===== src/rtl/matrix_mul_pkg.sv =====
`default_nettype none
// ============================================================================
// Module   : matrix_mul_pkg
// Purpose  : Shared types and sizing helpers for matrix_mul_seq.
// Revision : 1.0 - initial release
// ============================================================================
package matrix_mul_pkg;

  typedef enum logic [1:0] {
    IDLE = 2'd0,
    RUN  = 2'd1,
    DONE = 2'd2
  } state_t;

  function automatic int clog2(input int value);
    int r;
    r = 0;
    while ((1 << r) < value) r++;
    return r;
  endfunction

  // clog2(1)=0, so K=1 naturally yields the 2*word_size minimum
  function automatic int acc_width(input int word_size, input int k);
    return 2 * word_size + clog2(k);
  endfunction

  // LSB of element (row,col) in a flat MSB-first packed matrix
  function automatic int elem_lsb(input int row, input int col, input int rows,
                                  input int cols, input int word_size);
    return (rows * cols - 1 - (row * cols + col)) * word_size;
  endfunction

  function automatic int idx_width(input int n);
    return (n > 1) ? clog2(n) : 1;
  endfunction

endpackage
`default_nettype wire


===== src/rtl/matrix_mul_seq_mac_unit.sv =====
`default_nettype none
// ============================================================================
// Module   : mac_unit
// Purpose  : Unsigned multiply-accumulate with registered accumulator.
// Revision : 1.0 - initial release
// ============================================================================
module mac_unit #(
  parameter int WORD_SIZE = 32,
  parameter int ACC_W     = 64
) (
  input  logic                 clk,
  input  logic                 rst,
  input  logic [WORD_SIZE-1:0] i_a,
  input  logic [WORD_SIZE-1:0] i_b,
  input  logic                 i_clr,
  input  logic                 i_en,
  output logic [ACC_W-1:0]     o_acc,
  output logic [ACC_W-1:0]     o_acc_next
);

  logic [2*WORD_SIZE-1:0] w_prod;
  logic [ACC_W-1:0]       r_acc;

  assign w_prod     = {WORD_SIZE'(0), i_a} * {WORD_SIZE'(0), i_b};
  assign o_acc_next = r_acc + ACC_W'(w_prod);
  assign o_acc      = r_acc;

  // Clear wins over enable so the last term of a dot product restarts the sum
  always_ff @(posedge clk) begin
    if (rst || i_clr) begin
      r_acc <= '0;
    end else if (i_en) begin
      r_acc <= o_acc_next;
    end
  end

endmodule
`default_nettype wire


===== src/rtl/matrix_mul_seq.sv =====
`default_nettype none
// ============================================================================
// Module   : matrix_mul_seq
// Purpose  : Time-shared MAC matrix multiplier MP = A x B with valid/ready.
//            Define MATRIX_MUL_SAT_EN to saturate elements instead of wrapping.
// Revision : 1.0 - initial release
// ============================================================================
module matrix_mul_seq
  import matrix_mul_pkg::*;
#(
  parameter int WORD_SIZE     = 32,
  parameter int AMATRIXROWNUM = 2,
  parameter int AMATRIXCOLNUM = 2,
  parameter int BMATRIXCOLNUM = 1
) (
  input  logic                                             clk,
  input  logic                                             rst,
  input  logic                                             i_in_valid,
  output logic                                             o_in_ready,
  input  logic [AMATRIXROWNUM*AMATRIXCOLNUM*WORD_SIZE-1:0] i_a,
  input  logic [AMATRIXCOLNUM*BMATRIXCOLNUM*WORD_SIZE-1:0] i_b,
  output logic                                             o_out_valid,
  input  logic                                             i_out_ready,
  output logic [AMATRIXROWNUM*BMATRIXCOLNUM*WORD_SIZE-1:0] o_mp,
  output logic                                             o_busy
);

  localparam int WS    = WORD_SIZE;
  localparam int M     = AMATRIXROWNUM;
  localparam int K     = AMATRIXCOLNUM;
  localparam int P     = BMATRIXCOLNUM;
  localparam int ACC_W = acc_width(WS, K);
  localparam int IW    = idx_width(M);
  localparam int JW    = idx_width(P);
  localparam int KW    = idx_width(K);
  localparam int AIW   = idx_width(M * K);
  localparam int BIW   = idx_width(K * P);

  state_t               r_state, w_state_nxt;
  logic [IW-1:0]        r_i;
  logic [JW-1:0]        r_j;
  logic [KW-1:0]        r_k;
  logic [M*K*WS-1:0]    r_a;
  logic [K*P*WS-1:0]    r_b;
  logic [M*P*WS-1:0]    r_mp;

  logic [WS-1:0]        w_a_el [M*K];
  logic [WS-1:0]        w_b_el [K*P];
  logic [AIW-1:0]       w_aidx;
  logic [BIW-1:0]       w_bidx;
  logic [WS-1:0]        w_a_sel, w_b_sel;
  logic [ACC_W-1:0]     w_acc, w_acc_next;
  logic [WS-1:0]        w_red;
  logic                 w_cap, w_run, w_last_i, w_last_j, w_last_k, w_wr, w_fin;
  logic [2*ACC_W-WS-1:0] w_unused_bits;

  for (genvar r = 0; r < M; r++) begin : g_a_row
    for (genvar c = 0; c < K; c++) begin : g_a_col
      assign w_a_el[r*K+c] = r_a[elem_lsb(r, c, M, K, WS) +: WS];
    end
  end

  for (genvar r = 0; r < K; r++) begin : g_b_row
    for (genvar c = 0; c < P; c++) begin : g_b_col
      assign w_b_el[r*P+c] = r_b[elem_lsb(r, c, K, P, WS) +: WS];
    end
  end

  assign w_aidx  = AIW'(32'(r_i) * 32'(K) + 32'(r_k));
  assign w_bidx  = BIW'(32'(r_k) * 32'(P) + 32'(r_j));
  assign w_a_sel = w_a_el[w_aidx];
  assign w_b_sel = w_b_el[w_bidx];

  assign w_cap    = (r_state == IDLE) && i_in_valid;
  assign w_run    = (r_state == RUN);
  assign w_last_i = (r_i == IW'(M - 1));
  assign w_last_j = (r_j == JW'(P - 1));
  assign w_last_k = (r_k == KW'(K - 1));
  assign w_wr     = w_run && w_last_k;
  assign w_fin    = w_wr && w_last_j && w_last_i;

  mac_unit #(
    .WORD_SIZE (WS),
    .ACC_W     (ACC_W)
  ) u_mac (
    .clk        (clk),
    .rst        (rst),
    .i_a        (w_a_sel),
    .i_b        (w_b_sel),
    .i_clr      (w_cap || w_wr),
    .i_en       (w_run),
    .o_acc      (w_acc),
    .o_acc_next (w_acc_next)
  );

`ifdef MATRIX_MUL_SAT_EN
  assign w_red = (|w_acc_next[ACC_W-1:WS]) ? {WS{1'b1}} : w_acc_next[WS-1:0];
`else
  assign w_red = w_acc_next[WS-1:0];
`endif
  assign w_unused_bits = {w_acc, w_acc_next[ACC_W-1:WS]};

  always_ff @(posedge clk) begin
    if (rst) r_state <= IDLE;
    else     r_state <= w_state_nxt;
  end

  always_comb begin
    w_state_nxt = r_state;
    case (r_state)
      IDLE:    if (w_cap)       w_state_nxt = RUN;
      RUN:     if (w_fin)       w_state_nxt = DONE;
      DONE:    if (i_out_ready) w_state_nxt = IDLE;
      default:                  w_state_nxt = IDLE;
    endcase
  end

  always_ff @(posedge clk) begin
    if (rst) begin
      r_i <= '0;
      r_j <= '0;
      r_k <= '0;
      r_a <= '0;
      r_b <= '0;
    end else if (w_cap) begin
      r_i <= '0;
      r_j <= '0;
      r_k <= '0;
      r_a <= i_a;
      r_b <= i_b;
    end else if (w_run) begin
      if (w_last_k) begin
        r_k <= '0;
        if (w_last_j) begin
          r_j <= '0;
          r_i <= w_last_i ? '0 : r_i + IW'(1);
        end else begin
          r_j <= r_j + JW'(1);
        end
      end else begin
        r_k <= r_k + KW'(1);
      end
    end
  end

  // Result elements land one by one as each dot product completes
  always_ff @(posedge clk) begin
    if (rst) begin
      r_mp <= '0;
    end else if (w_wr) begin
      for (int r = 0; r < M; r++) begin
        for (int c = 0; c < P; c++) begin
          if (r_i == IW'(r) && r_j == JW'(c)) begin
            r_mp[elem_lsb(r, c, M, P, WS) +: WS] <= w_red;
          end
        end
      end
    end
  end

  assign o_mp        = r_mp;
  assign o_in_ready  = (r_state == IDLE);
  assign o_out_valid = (r_state == DONE);
  assign o_busy      = w_run;

endmodule
`default_nettype wire

===== config.mk =====
export PLATFORM = sky130hd
export DESIGN_NAME = matrix_mul_seq
export DESIGN_NICKNAME = d
export VERILOG_FILES = /design/src/rtl/matrix_mul_pkg.sv /design/src/rtl/matrix_mul_seq_mac_unit.sv /design/src/rtl/matrix_mul_seq.sv
export SDC_FILE = /design/constraint.sdc
export NUM_CORES = 2
export LEC_CHECK = 0
export CAP_MARGIN = 40
export CORE_ASPECT_RATIO = 0.7
export CORE_MARGIN = 1.5
export CORE_UTILIZATION = 37
export DETAILED_ROUTE_END_ITERATION = 10
export PLACE_DENSITY = 0.54
export SYNTH_ARGS = -nofsm -noshare
export SYNTH_HDL_FRONTEND = slang
export SYNTH_SLANG_ARGS = --single-unit

===== constraint.sdc =====
create_clock -name clk -period 12.9 [get_ports clk]
set_input_delay 3.225 -clock clk [delete_from_list [all_inputs] [get_ports clk]]
set_output_delay 3.225 -clock clk [all_outputs]
set_load 0.02 [all_outputs]

==> metrics list <==
- Run status: finished, final reports clean
- Dividing total power by cell area gives a power density of 116 nW/um^2.
- Yosys top cell area share: 0.312
* Total congestion overflow: 0
- For the worst setup path, the data required time is between 10 and 15 ns.
* Register share of total power: 0.265
* Hold violation total from the final report: 0
* Cell type with the highest occurrence count on the critical path: fa_1
- Setup repair after global routing left no endpoint under its margin.
- For this run, the total global-route usage over all layers was measured as 0.247.
- Of the total power, the share spent switching nets is 0.437.
- After the first detailed-routing iteration, the DRC count stood at 2064.
* Most used DFF post-synth: dfxtp_1
- Pin placement for this block handled 263 I/O pins.
- For this run, the register share of the synthesized area comes to 0.208.
- Clk network pwr share: 0.220
- Worst slew margin relative to its limit: 0.329
* Setup Crit Path Kind: flip-flop to flip-flop
- Final standard cell count with taps included and fillers excluded: 4586
* Fin. max-slew vios: 0
* Kind of end point of the critical path: flip-flop
- Fraction of layout instances using a drive strength above 1: 0.0473
- Number of buffers inserted by hold repair at cts: 0
* Clock tree from TritonCTS: done
- Fraction of power consumed by combinational cells: 0.514
- Port buffering added 262 buffers.
- Cell internal power was estimated by the tool at ~2100 uW.
- The floorplan has 84 rows.
* Global-route wire length before repair: 144000 um
* Yosys cell types: 62
* Number of endpoints failing setup at the final stage: 0
- The worst-case IR drop observed on VDD is 0.0000893 V.
- Area of the mapped netlist: about 28000 sq um
- The die is 332 um wide.
- Of all cell types, the one taking the most synthesized area is fa_1.
* Number of global-route vias before repair: 22766
- In the detailed route, the total length drawn on met3 is 9060 um.
* Count of max-cap constraint violations: 0
* Clock-pin transition on the worst setup and hold timing paths: around 0.070 ns
- After synthesis, the mean cell area works out to around 8.3 sq um.
- Crit path DAT: 9.74 ns
- Worst setup SP type: flip-flop
* Number of antenna-violating nets in the routed design: 0
* #FFs+latches synth: 292
- After detailed routing, the wire length on met1 is 46700 um.
* RD Place Congestion: 1.01
- Fraction of the cycle the final worst path needs: 0.713
* Largest net degree at the start of global routing: 194
- Slowest stage cell on the critical path: o21a_1
- Gate Count Post-Synth: 3400
- In the synthesized netlist the async set-or-reset flop fraction comes to 0.
- Counting along the longest clock path gives a buffer depth of 3.
- Initial core utilization: 0.374
- After layout, the minimum clock period comes to 9.20 ns.
* Yosys warning count: 0
- Clock tree synthesis selected as its root buffer the cell clkbuf_16.
- The number of nets handed over by synthesis was 4158.
- For this run, the slowest stage of the critical path takes roughly 0.81 ns.
* Number of setup buffers added after CTS: 0
- Detailed route wirelength on metal2: 38800 um
- TritonRoute pass-1 iters: 6
* Largest cells by area after synthesis: fa_1 (31%), dfxtp_1 (21%), nand2_1 (11%)
* CTS resizes: 0
* Post-placement cell count: 4533
- Worst Max-Slew Pin Slew: between 1 and 1.5 ns
- The tightest min-delay check is of the flip-flop to flip-flop type.
- Sum of net half-perimeters after detailed placement: 76700 um
- Count of nets after finishing: 4334
- Summing all multi-input logic gate instances after layout gives 19700 sq um.
- Timing would allow up to 109 MHz.
- Power comes to 3800 uW.
- The initial antenna violation count came to 3.
* H-tree depth: 1
- Final Core Density: 0.436
- Final Skew: about 0.037 ns
- The floorplan step set the die height to 233 um.
* Area growth, synth to finish: 16.6%
* Wirelength per Cell: 20.8 um
- Max Used Layer: met5
* Leakage: 0.0141 uW
- In this run the power spent charging and discharging nets is between 1500 and 2000 uW.
- CORE AREA: 75000 sq um
- Die area: 77500 sq um
- Along the worst path, the maximum fanout reaches 54.
- DRC violation count after routing: 0
- In the final timing run, aggregate negative setup slack is 0 ns.
- Sequential standard cell area: 5850 sq um
- The repair_antennas step left the layout with diodes totalling 0.
- Number of flops mapped to enable cells by yosys: 0
* Filler Cells Inserted: roughly 7600
- For this block, the via count after detailed routing is 23108.
- Using the TritonRoute via totals, the vias-per-cell ratio works out to 5.04.
- For this block, the routed nets add up to ~95000 um of wire.
* Clock buffers created by TritonCTS: 28
- Clock sink count: roughly 300
* Clock insertion delay at the later pin of the skew report: just over 0.6 ns
==> sequential cells by signal (all words and copies together), names as in the netlist <==
signal	cells
r_a	128
r_state	2
r_b	64
u_mac.o_acc	32
r_i	1
o_mp	64
r_k	1
==> per-stage QoR <==
| stage | cell area (sq um) | hold slack (ns) | setup WS (ns) |
|---|---|---|---|
| 2_1_floorplan | 28100 | 0.428 | 4.45 |
| 3_3_place_gp | 31700 | 0.440 | 3.84 |
| 3_5_place_dp | 31800 | 0.445 | 3.73 |
| 4_1_cts | 32700 | 0.455 | 3.72 |
| 5_1_grt | 32700 | 0.466 | 3.23 |
| 6_report | 32700 | 0.452 | 3.70 |
==> kinds of logic after synthesis <==
family	count (synthesis)	synth area share
multiplexers	92	0.0355
buffers and inverters	676	0.0928
AND/OR/NAND/NOR	1233	0.174
adder cells (fa/ha/maj)	562	0.368
flip-flops	292	0.208
AO/OA/AOI/OAI	453	0.0915
XOR/XNOR	92	0.0305
==> synthesized netlist by cell type, drive strengths merged, types with 3 or more instances <==
master,count
or3,3
o21bai,4
nor2,332
o211ai,7
mux2i,50
a21boi,7
a211o,3
inv,497
a21oi,309
a21o,14
nand2,807
nand3b,4
o22ai,9
a31oi,5
buf,24
mux2,41
xnor3,3
nand4,4
nor2b,17
o21a,21
clkbuf,155
nand2b,30
or2,3
o21ai,36
fa,438
ha,124
nand3,7
dfxtp,292
xnor2,71
and2,14
a211oi,16
and3,4
xor2,18
o2bb2ai,8
o31ai,3
==> area by class of cell <==
type | instances | area share
Sequential cell | 292 | 0.179
Timing Repair Buffer | 325 | 0.0976
Clock inverter | 10 | 0.00252
Tap cell | 989 | 0.0378
Inverter | 497 | 0.0570
Clock buffer | 41 | 0.0254
Multi-Input combinational cell | 2432 | 0.601
==> routing by layer <==
layer  global-route usage  vias up
met3               0.0669       64
li1                     -    10758
met5                    0        -
met1                0.374    11429
met2                0.361      851
met4               0.0232        6
==> final timing paths <==
path	from	end	slack, ns	depth (start not counted)
worst min-delay path	r_a[45]$_SDFFE_PP0P_	r_a[45]$_SDFFE_PP0P_	0.45	2
worst max-delay path	r_k$_SDFFE_PP0P_	u_mac.o_acc[30]$_SDFFE_PP0P_	3.70	25
worst max register to register	r_k$_SDFFE_PP0P_	u_mac.o_acc[30]$_SDFFE_PP0P_	3.70	25
worst min register to register	r_a[45]$_SDFFE_PP0P_	r_a[45]$_SDFFE_PP0P_	0.45	2
==> cells in the final DEF, fill, tap and decap left out, drive strengths merged, types with 8 or more instances in the layout <==
cell type / n
a211oi: 16
a21o: 14
a21oi: 309
and2: 14
buf: 63
clkbuf: 42
clkdlybuf4s50: 261
clkinv: 8
dfxtp: 292
fa: 438
ha: 124
inv: 499
mux2: 41
mux2i: 50
nand2: 807
nand2b: 30
nor2: 332
nor2b: 17
o21a: 21
o21ai: 36
o22ai: 9
o2bb2ai: 8
xnor2: 71
xor2: 18
==> power by group through the flow <==
stage,Combinational (uW),Sequential (uW),Clock (uW)
floorplan,1250,1010,0
global placement,1920,1030,0
detailed placement,1920,1030,0
CTS,1940,1010,851
global route,2160,1010,887
finish,1950,1010,836
==> worst max-delay path, delay by kind of cell, from the launching register on <==
family / cells / cell delay (ns)
flops: 1 / 0.58
buf+inv: 6 / 1.42
compound gates: 5 / 2.10
simple gates: 5 / 0.82
fa+ha+maj: 9 / 4.10
No activity file was read; power rests on OpenSTA's default activity.
